<file path="config.mk">
export PLATFORM = sky130hd
export DESIGN_NAME = kernel_fetch_sequencer
export DESIGN_NICKNAME = d
export VERILOG_FILES = /design/src/rtl/kernel_fetch_sequencer.sv
export SDC_FILE = /design/constraint.sdc
export NUM_CORES = 1
export LEC_CHECK = 0
export BUFFER_PORTS_ARGS = -buffer_cell sky130_fd_sc_hd__clkbuf_2
export CORE_AREA = 2 2 124 126
export DETAILED_ROUTE_END_ITERATION = 6
export DIE_AREA = 0 0 126 128
export PLACE_DENSITY = 0.73
export SETUP_SLACK_MARGIN = 0.2
export SKIP_CTS_REPAIR_TIMING = 1
export SLEW_MARGIN = 5
export SYNTH_ARGS = -nofsm -noshare
export SYNTH_HDL_FRONTEND = slang
export SYNTH_SLANG_ARGS = --single-unit
</file>
<file path="constraint.sdc">
create_clock -name i_clock -period 4.4 [get_ports i_clock]
set_input_delay 0.44 -clock i_clock [delete_from_list [all_inputs] [get_ports i_clock]]
set_output_delay 0.44 -clock i_clock [all_outputs]
set_load 0.05 [all_outputs]
</file>
<file path="src/rtl/kernel_fetch_sequencer.sv">
// kernel_fetch_sequencer
// Walks filter-group / channel / row / col over a configured filter range and
// issues one shared read address per cycle to BANK_NUM kernel weight banks.
// The read data is realigned after READ_LATENCY cycles and pushed to the
// per-bank conv FIFOs as lane-masked words under credit-based flow control.
// Optional feature: define KERNEL_FETCH_STALL_CNT_EN to add o_stall_count,
// a saturating count of RUN cycles with i_enable high and no credits.
module kernel_fetch_sequencer #(
  parameter int DATA_WIDTH    = 32,
  parameter int BANK_NUM      = 4,
  parameter int FILTER_WIDTH  = 8,
  parameter int CHANNEL_WIDTH = 8,
  parameter int ROW_WIDTH     = 2,
  parameter int COL_WIDTH     = 2,
  parameter int ADDR_WIDTH    = 11,
  parameter int READ_LATENCY  = 2,
  parameter int CREDIT_NUM    = 16
) (
  input  logic                           i_clock,
  input  logic                           i_reset,
  input  logic                           i_enable,
  input  logic                           i_start,
  input  logic                           i_abort,
  input  logic [FILTER_WIDTH-1:0]        i_start_filter,
  input  logic [FILTER_WIDTH-1:0]        i_end_filter,
  input  logic [CHANNEL_WIDTH-1:0]       i_channels,
  input  logic [ROW_WIDTH-1:0]           i_rows,
  input  logic [COL_WIDTH-1:0]           i_cols,
  input  logic [ADDR_WIDTH-1:0]          i_base_address,
  input  logic                           i_credit_return,
  output logic                           o_bram_renable,
  output logic [ADDR_WIDTH-1:0]          o_bram_raddress,
  input  logic [DATA_WIDTH*BANK_NUM-1:0] i_bram_rdata,
  output logic                           o_push_valid,
  output logic [DATA_WIDTH*BANK_NUM-1:0] o_push_data,
  output logic [BANK_NUM-1:0]            o_push_lane_mask,
  output logic                           o_push_group_last,
  output logic                           o_busy,
  output logic                           o_done,
  output logic                           o_cfg_error,
  output logic                           o_credit_error
`ifdef KERNEL_FETCH_STALL_CNT_EN
  ,
  output logic [31:0]                    o_stall_count
`endif
);

  localparam int CREDIT_WIDTH = $clog2(CREDIT_NUM + 1);
  localparam int FX = FILTER_WIDTH + 1;
  localparam int LW = $clog2(READ_LATENCY + 1);
  localparam int SW = CREDIT_WIDTH + 2;
  localparam logic [FILTER_WIDTH-1:0] BANK_F      = FILTER_WIDTH'(BANK_NUM);
  localparam logic [FX-1:0]           BANK_X      = FX'(BANK_NUM);
  localparam logic [CREDIT_WIDTH-1:0] CREDIT_FULL = CREDIT_WIDTH'(CREDIT_NUM);

  typedef enum logic [1:0] {IDLE, RUN, DRAIN, DONE} state_t;

  state_t state, state_nxt;

  // latched configuration
  logic [FILTER_WIDTH-1:0]  end_q;
  logic [CHANNEL_WIDTH-1:0] chan_q;
  logic [ROW_WIDTH-1:0]     row_q;
  logic [COL_WIDTH-1:0]     col_q;

  // walk counters
  logic [FILTER_WIDTH-1:0]  group_q;
  logic [CHANNEL_WIDTH-1:0] ch_cnt;
  logic [ROW_WIDTH-1:0]     row_cnt;
  logic [COL_WIDTH-1:0]     col_cnt;
  logic [ADDR_WIDTH-1:0]    addr_q;

  logic [CREDIT_WIDTH-1:0]  credits_q, credits_nxt;
  logic [SW-1:0]            credit_sum;
  logic                     credit_err_q, cfg_err_q;

  // read-latency pipeline, aligned with i_bram_rdata
  logic [READ_LATENCY-1:0]  vld_p;
  logic [READ_LATENCY-1:0]  last_p;
  logic [BANK_NUM-1:0]      mask_p [READ_LATENCY];

  logic                     cfg_ok, start_req, start_ok, cfg_bad;
  logic                     issue, ret_ok;
  logic                     col_last, row_last, ch_last, elem_last, group_final;
  logic [BANK_NUM-1:0]      lane_mask;
  logic                     early_pend;
  logic [LW-1:0]            inflight;

  assign cfg_ok = (i_channels != '0) && (i_rows != '0) && (i_cols != '0) &&
                  (i_start_filter <= i_end_filter) &&
                  ((i_start_filter % BANK_F) == '0);
  assign start_req = (state == IDLE) && i_start && i_enable && !i_abort;
  assign start_ok  = start_req && cfg_ok;
  assign cfg_bad   = start_req && !cfg_ok;

  assign col_last    = (col_cnt == (col_q - 1'b1));
  assign row_last    = (row_cnt == (row_q - 1'b1));
  assign ch_last     = (ch_cnt == (chan_q - 1'b1));
  assign elem_last   = col_last && row_last && ch_last;
  // one bit wider so a group near the top of the filter range cannot wrap
  assign group_final = ({1'b0, group_q} + BANK_X) > {1'b0, end_q};

  // lane b is live while its filter index stays inside the configured range
  always_comb begin
    lane_mask = '0;
    for (int b = 0; b < BANK_NUM; b++)
      lane_mask[b] = ({1'b0, group_q} + FX'(b)) <= {1'b0, end_q};
  end

  // words still travelling before the final stage (final stage pushes this cycle)
  always_comb begin
    early_pend = 1'b0;
    inflight   = '0;
    for (int i = 0; i < READ_LATENCY - 1; i++) begin
      early_pend = early_pend | vld_p[i];
      inflight   = inflight + LW'(vld_p[i]);
    end
  end

  // next-state and issue decision; abort overrides everything
  always_comb begin
    state_nxt = state;
    issue     = 1'b0;
    case (state)
      IDLE:  if (start_ok) state_nxt = RUN;
      RUN: begin
        issue = i_enable && (credits_q != '0);
        if (issue && elem_last && group_final) state_nxt = DRAIN;
      end
      DRAIN: if (!early_pend) state_nxt = DONE;
      DONE:  state_nxt = IDLE;
      default: state_nxt = IDLE;
    endcase
    if (i_abort) begin
      state_nxt = IDLE;
      issue     = 1'b0;
    end
  end

  // a return at full credits only counts when an issue consumes one the same cycle
  assign ret_ok      = i_credit_return && ((credits_q != CREDIT_FULL) || issue);
  assign credit_sum  = SW'(credits_q) - SW'(issue) + SW'(ret_ok) +
                       (i_abort ? SW'(inflight) : SW'(0));
  assign credits_nxt = (credit_sum > SW'(CREDIT_NUM)) ? CREDIT_FULL
                                                       : credit_sum[CREDIT_WIDTH-1:0];

  // state register
  always_ff @(posedge i_clock or negedge i_reset) begin
    if (!i_reset) state <= IDLE;
    else          state <= state_nxt;
  end

  // configuration latch; only consulted while a walk is active
  always_ff @(posedge i_clock) begin
    if (start_ok) begin
      end_q  <= i_end_filter;
      chan_q <= i_channels;
      row_q  <= i_rows;
      col_q  <= i_cols;
    end
  end

  // walk counters: col fastest, then row, channel, filter group
  always_ff @(posedge i_clock or negedge i_reset) begin
    if (!i_reset) begin
      group_q <= '0;
      ch_cnt  <= '0;
      row_cnt <= '0;
      col_cnt <= '0;
      addr_q  <= '0;
    end else if (start_ok) begin
      group_q <= i_start_filter;
      ch_cnt  <= '0;
      row_cnt <= '0;
      col_cnt <= '0;
      addr_q  <= i_base_address;
    end else if (issue) begin
      addr_q <= addr_q + 1'b1;
      if (col_last) begin
        col_cnt <= '0;
        if (row_last) begin
          row_cnt <= '0;
          if (ch_last) begin
            ch_cnt  <= '0;
            group_q <= group_q + BANK_F;
          end else begin
            ch_cnt <= ch_cnt + 1'b1;
          end
        end else begin
          row_cnt <= row_cnt + 1'b1;
        end
      end else begin
        col_cnt <= col_cnt + 1'b1;
      end
    end
  end

  // credit counter and error flags
  always_ff @(posedge i_clock or negedge i_reset) begin
    if (!i_reset) begin
      credits_q    <= CREDIT_FULL;
      credit_err_q <= 1'b0;
      cfg_err_q    <= 1'b0;
    end else begin
      credits_q    <= credits_nxt;
      credit_err_q <= credit_err_q |
                      (i_credit_return && (credits_q == CREDIT_FULL) && !issue);
      cfg_err_q    <= cfg_bad;
    end
  end

  // stage 0..READ_LATENCY-1: valid shift, flushed on abort
  always_ff @(posedge i_clock or negedge i_reset) begin
    if (!i_reset) begin
      vld_p <= '0;
    end else if (i_abort) begin
      vld_p <= '0;
    end else begin
      vld_p[0] <= issue;
      for (int i = 1; i < READ_LATENCY; i++) vld_p[i] <= vld_p[i-1];
    end
  end

  // stage 0..READ_LATENCY-1: lane mask and group-last travel with the valid
  always_ff @(posedge i_clock) begin
    mask_p[0] <= lane_mask;
    last_p[0] <= elem_last;
    for (int i = 1; i < READ_LATENCY; i++) begin
      mask_p[i] <= mask_p[i-1];
      last_p[i] <= last_p[i-1];
    end
  end

  // final stage: masked lanes carry zero
  always_comb begin
    o_push_data = '0;
    for (int b = 0; b < BANK_NUM; b++)
      if (vld_p[READ_LATENCY-1] && mask_p[READ_LATENCY-1][b])
        o_push_data[b*DATA_WIDTH +: DATA_WIDTH] = i_bram_rdata[b*DATA_WIDTH +: DATA_WIDTH];
  end

  assign o_push_valid      = vld_p[READ_LATENCY-1];
  assign o_push_lane_mask  = vld_p[READ_LATENCY-1] ? mask_p[READ_LATENCY-1] : '0;
  assign o_push_group_last = vld_p[READ_LATENCY-1] && last_p[READ_LATENCY-1];
  assign o_bram_renable    = issue;
  assign o_bram_raddress   = addr_q;
  assign o_busy            = (state != IDLE);
  assign o_done            = (state == DONE);
  assign o_cfg_error       = cfg_err_q;
  assign o_credit_error    = credit_err_q;

`ifdef KERNEL_FETCH_STALL_CNT_EN
  logic [31:0] stall_cnt;

  // credit-starved RUN cycles, saturating
  always_ff @(posedge i_clock or negedge i_reset) begin
    if (!i_reset)
      stall_cnt <= '0;
    else if (start_ok)
      stall_cnt <= '0;
    else if ((state == RUN) && i_enable && (credits_q == '0) && (stall_cnt != '1))
      stall_cnt <= stall_cnt + 32'd1;
  end

  assign o_stall_count = stall_cnt;
`endif

endmodule

</file>
==> run metrics <==
M1 GR Usage 35.7%; Mapped Cells 683; Crit Path Max Fanout 13; syn_nets ~920; vias after detailed routing 6156; area delta synth->final 33.5%; pin count of the biggest net entering global routing 100; Most Crowded Layer GR met2; Synth Register Bits a little over 70; xor/xnor share of the synthesized area under 10%; std cell rows 45; via/cell ratio about 5.3; Final setup viols 0; initial core utilization 40.0%; met3 Resource Use GR just under 5%; status complete, no violations; ANT cells 0; fmax 264 MHz; antenna violations before repair 0; CP max stage delay between 0.4 and 0.5 ns; Final TNS setup 0 ns; CP max-delay cell dfrtp_1; Worst slew margin 23.6%; Detailed Place HPWL 17600 µm; worst skew pair latency around 0.34 ns; Yosys cell types 70; skew final between 0.007 and 0.008 ns; ranking of synthesized cells by area dfrtp_1 (17%), and3_1 (14%), ha_1 (12%); gpl congestion 0.927; Mapped Area 5950 µm²; Pwr Density between 300 and 400 nW/µm²; CP Class flop to flop; CTS root buf clkbuf_16; adder-cell area share of the yosys netlist 12.7%; routed length per instance 18.4 µm; TritonCTS Sinks 72; Post-synth EDFFs 20; worst slew pin tran 1.15 ns; I/O Buffers between 300 and 400; Most used DFF post-synth dfrtp_1; synth cell count leaders and3_1 (133), ha_1 (59), nand2_1 (54); Pins Over Slew Limit 0; maximum VDD drop between 0.2 and 0.25 mV; Power Total 2710 µW; Synth Area in Simple Gates a little under a third; Hold WC Path Type input pin to async pin; final net count 1210; router iterations before antenna repair 5; Synth Warn # 0; die area 16100 µm²; area leader, netlist dfrtp_1; worst r2r src credits_q[2]; CTS Buffer Depth 2; Worst R2R Setup Slack 0.61 ns; 1st-iter DRT viols ~330; Worst Setup Start Kind flop; total gr overflow 0; crit path time final 3.79 ns; fraction of synthesized area in multiplexers ~1.2%; number of I/O pins 323; Worst Path Required 4.61 ns; Worst Setup EP credits_q[2]; Worst Path Buf+Inv 2; Worst R2R End credits_q[2]; CP Launch Point credits_q[2]; antenna-violating nets left 0; die span in y 128 µm; CTS tree built; CP Capture Type flop; Period Utilization, post-route 86.2%; most common cell in the netlist and3_1; core area 14900 µm²; top cell type's share of synthesized area 17.2%; CP Depth 11; Die Width around 130 µm; largest family of logic cells by synthesized area simple AND/OR/NAND/NOR gates; crit-path leading delay family compound AO/OA/AOI/OAI gates; syn_area_per_cell 8.71 µm²; H-tree depth 3; max-cap violations 0; Leak Pwr ~0.0046 µW; All-Layer GR Usage between 20% and 30%; Num CTS Buffers 9; Worst Path Arrival 4.00 ns; first-pass GRT wire length 32300 µm; post-synthesis sequential area ratio 31.1%; Residual DRC 0; routed wire length 21600 µm; RSZ-0062 raised after global routing false; Worst R2R Path Depth 11; vias in the first global route 5685; Hold Vio Cnt, Final 0; share of cells above drive strength 1 36.9%; FFs w/ async S/R, synth 58.3%; most used cell, CP ha_1; CTS clk-pin slew, worst paths 0.06 ns; Synth Area in Compound Gates 9.67%; GR Layer Usage met2 40.2%; worst path cell trace or3_4 -> o311ai_4 -> inv_2 -> ha_1 -> inv_1 -> fa_1 -> ha_1 -> o21ai_1 -> mux2_2 -> a221oi_2 -> nor2_1
[worst min-delay path by stage]
stage	end	slack, ns	depth (start not counted)
finish	ch_cnt[3]	0.17	2
global route	ch_cnt[1]	0.23	2
CTS	ch_cnt[3]	0.19	2
detailed placement	mask_p[0][6]	0.31	0
global placement	mask_p[0][6]	0.31	0
floorplan	ch_cnt[0]	0.14	0
[metal layers]
layer | up-vias | share of wire [%]
met4 | 0 | 2.5
met2 | 215 | 45
met5 | - | 0
met3 | 30 | 6.5
li1 | 3018 | -
met1 | 2893 | 46
[flip-flops by register name (all words and copies together), names as in the netlist, 5 cells and up]
| signal | flops |
|---|---|
| end_q | 8 |
| group_q | 8 |
| o_bram_raddress | 11 |
| ch_cnt | 8 |
| credits_q | 5 |
| chan_q | 8 |
| mask_p | 8 |
[where the power goes]
group | switching, µW | internal, µW
registers | 230 | 797
logic | 569 | 416
clock network | 281 | 416
[layout by cell type (no fill, tap or decap), types with 5 or more instances in the layout]
cell type and instances:
dfrtp_1 40, nand4_1 11, nand4b_1 5, and3_1 133
nand2_1 54, clkbuf_16 10, mux2i_1 6, and2_1 8
o21ai_1 11, o21ai_0 19, xnor2_1 33, inv_1 34
nor3_1 12, edfxtp_1 20, a21oi_1 19, nor2_1 27
nand2b_1 11, nor2b_1 13, xor2_1 27, dfxtp_1 10
ha_1 59, a21o_1 5, nand3_1 18, clkbuf_2 322
[kinds of logic after synthesis]
kind of cell               count (synthesis)
DFF                                       72
and+or+nand+nor                          321
xor gates and xnor gates                  60
buffers and inverters                     77
adders and majority gates                 60
muxes                                      7
AOI/OAI and AO/OA                         86
[cell type report]
cell class                 instances  area, µm²
sequential                        72       1850
fill                            1410       6920
clock buffer                      12        258
inverter                          35        131
multi-input combinational        534       3790
tap                              188        235
timing repair buffer             325       1650
clock inverter                     4       28.8
[stage by stage]
stage	instance area [µm²]	worst slack [ns]	util, %	std cells	hold WS [ns]
after floorplan	5950	0.953	-	683	0.144
after global placement	7660	0.679	51.5	1154	0.310
after detailed placement	7660	0.632	51.5	1154	0.312
after CTS	7940	0.615	53.4	1170	0.195
after global routing	7940	0.297	53.4	1170	0.232
final	7940	0.609	53.4	1170	0.171
[worst register-to-register path: cells and delay by family, from the launching register on]
kind | cells | cell delay (ns)
buffers and inverters | 2 | 0.27
adders and majority gates | 3 | 1.00
and+or+nand+nor | 2 | 0.53
AOI/OAI and AO/OA | 3 | 1.00
DFF | 1 | 0.48
muxes | 1 | 0.38
Power figures use the tool's default switching activity.
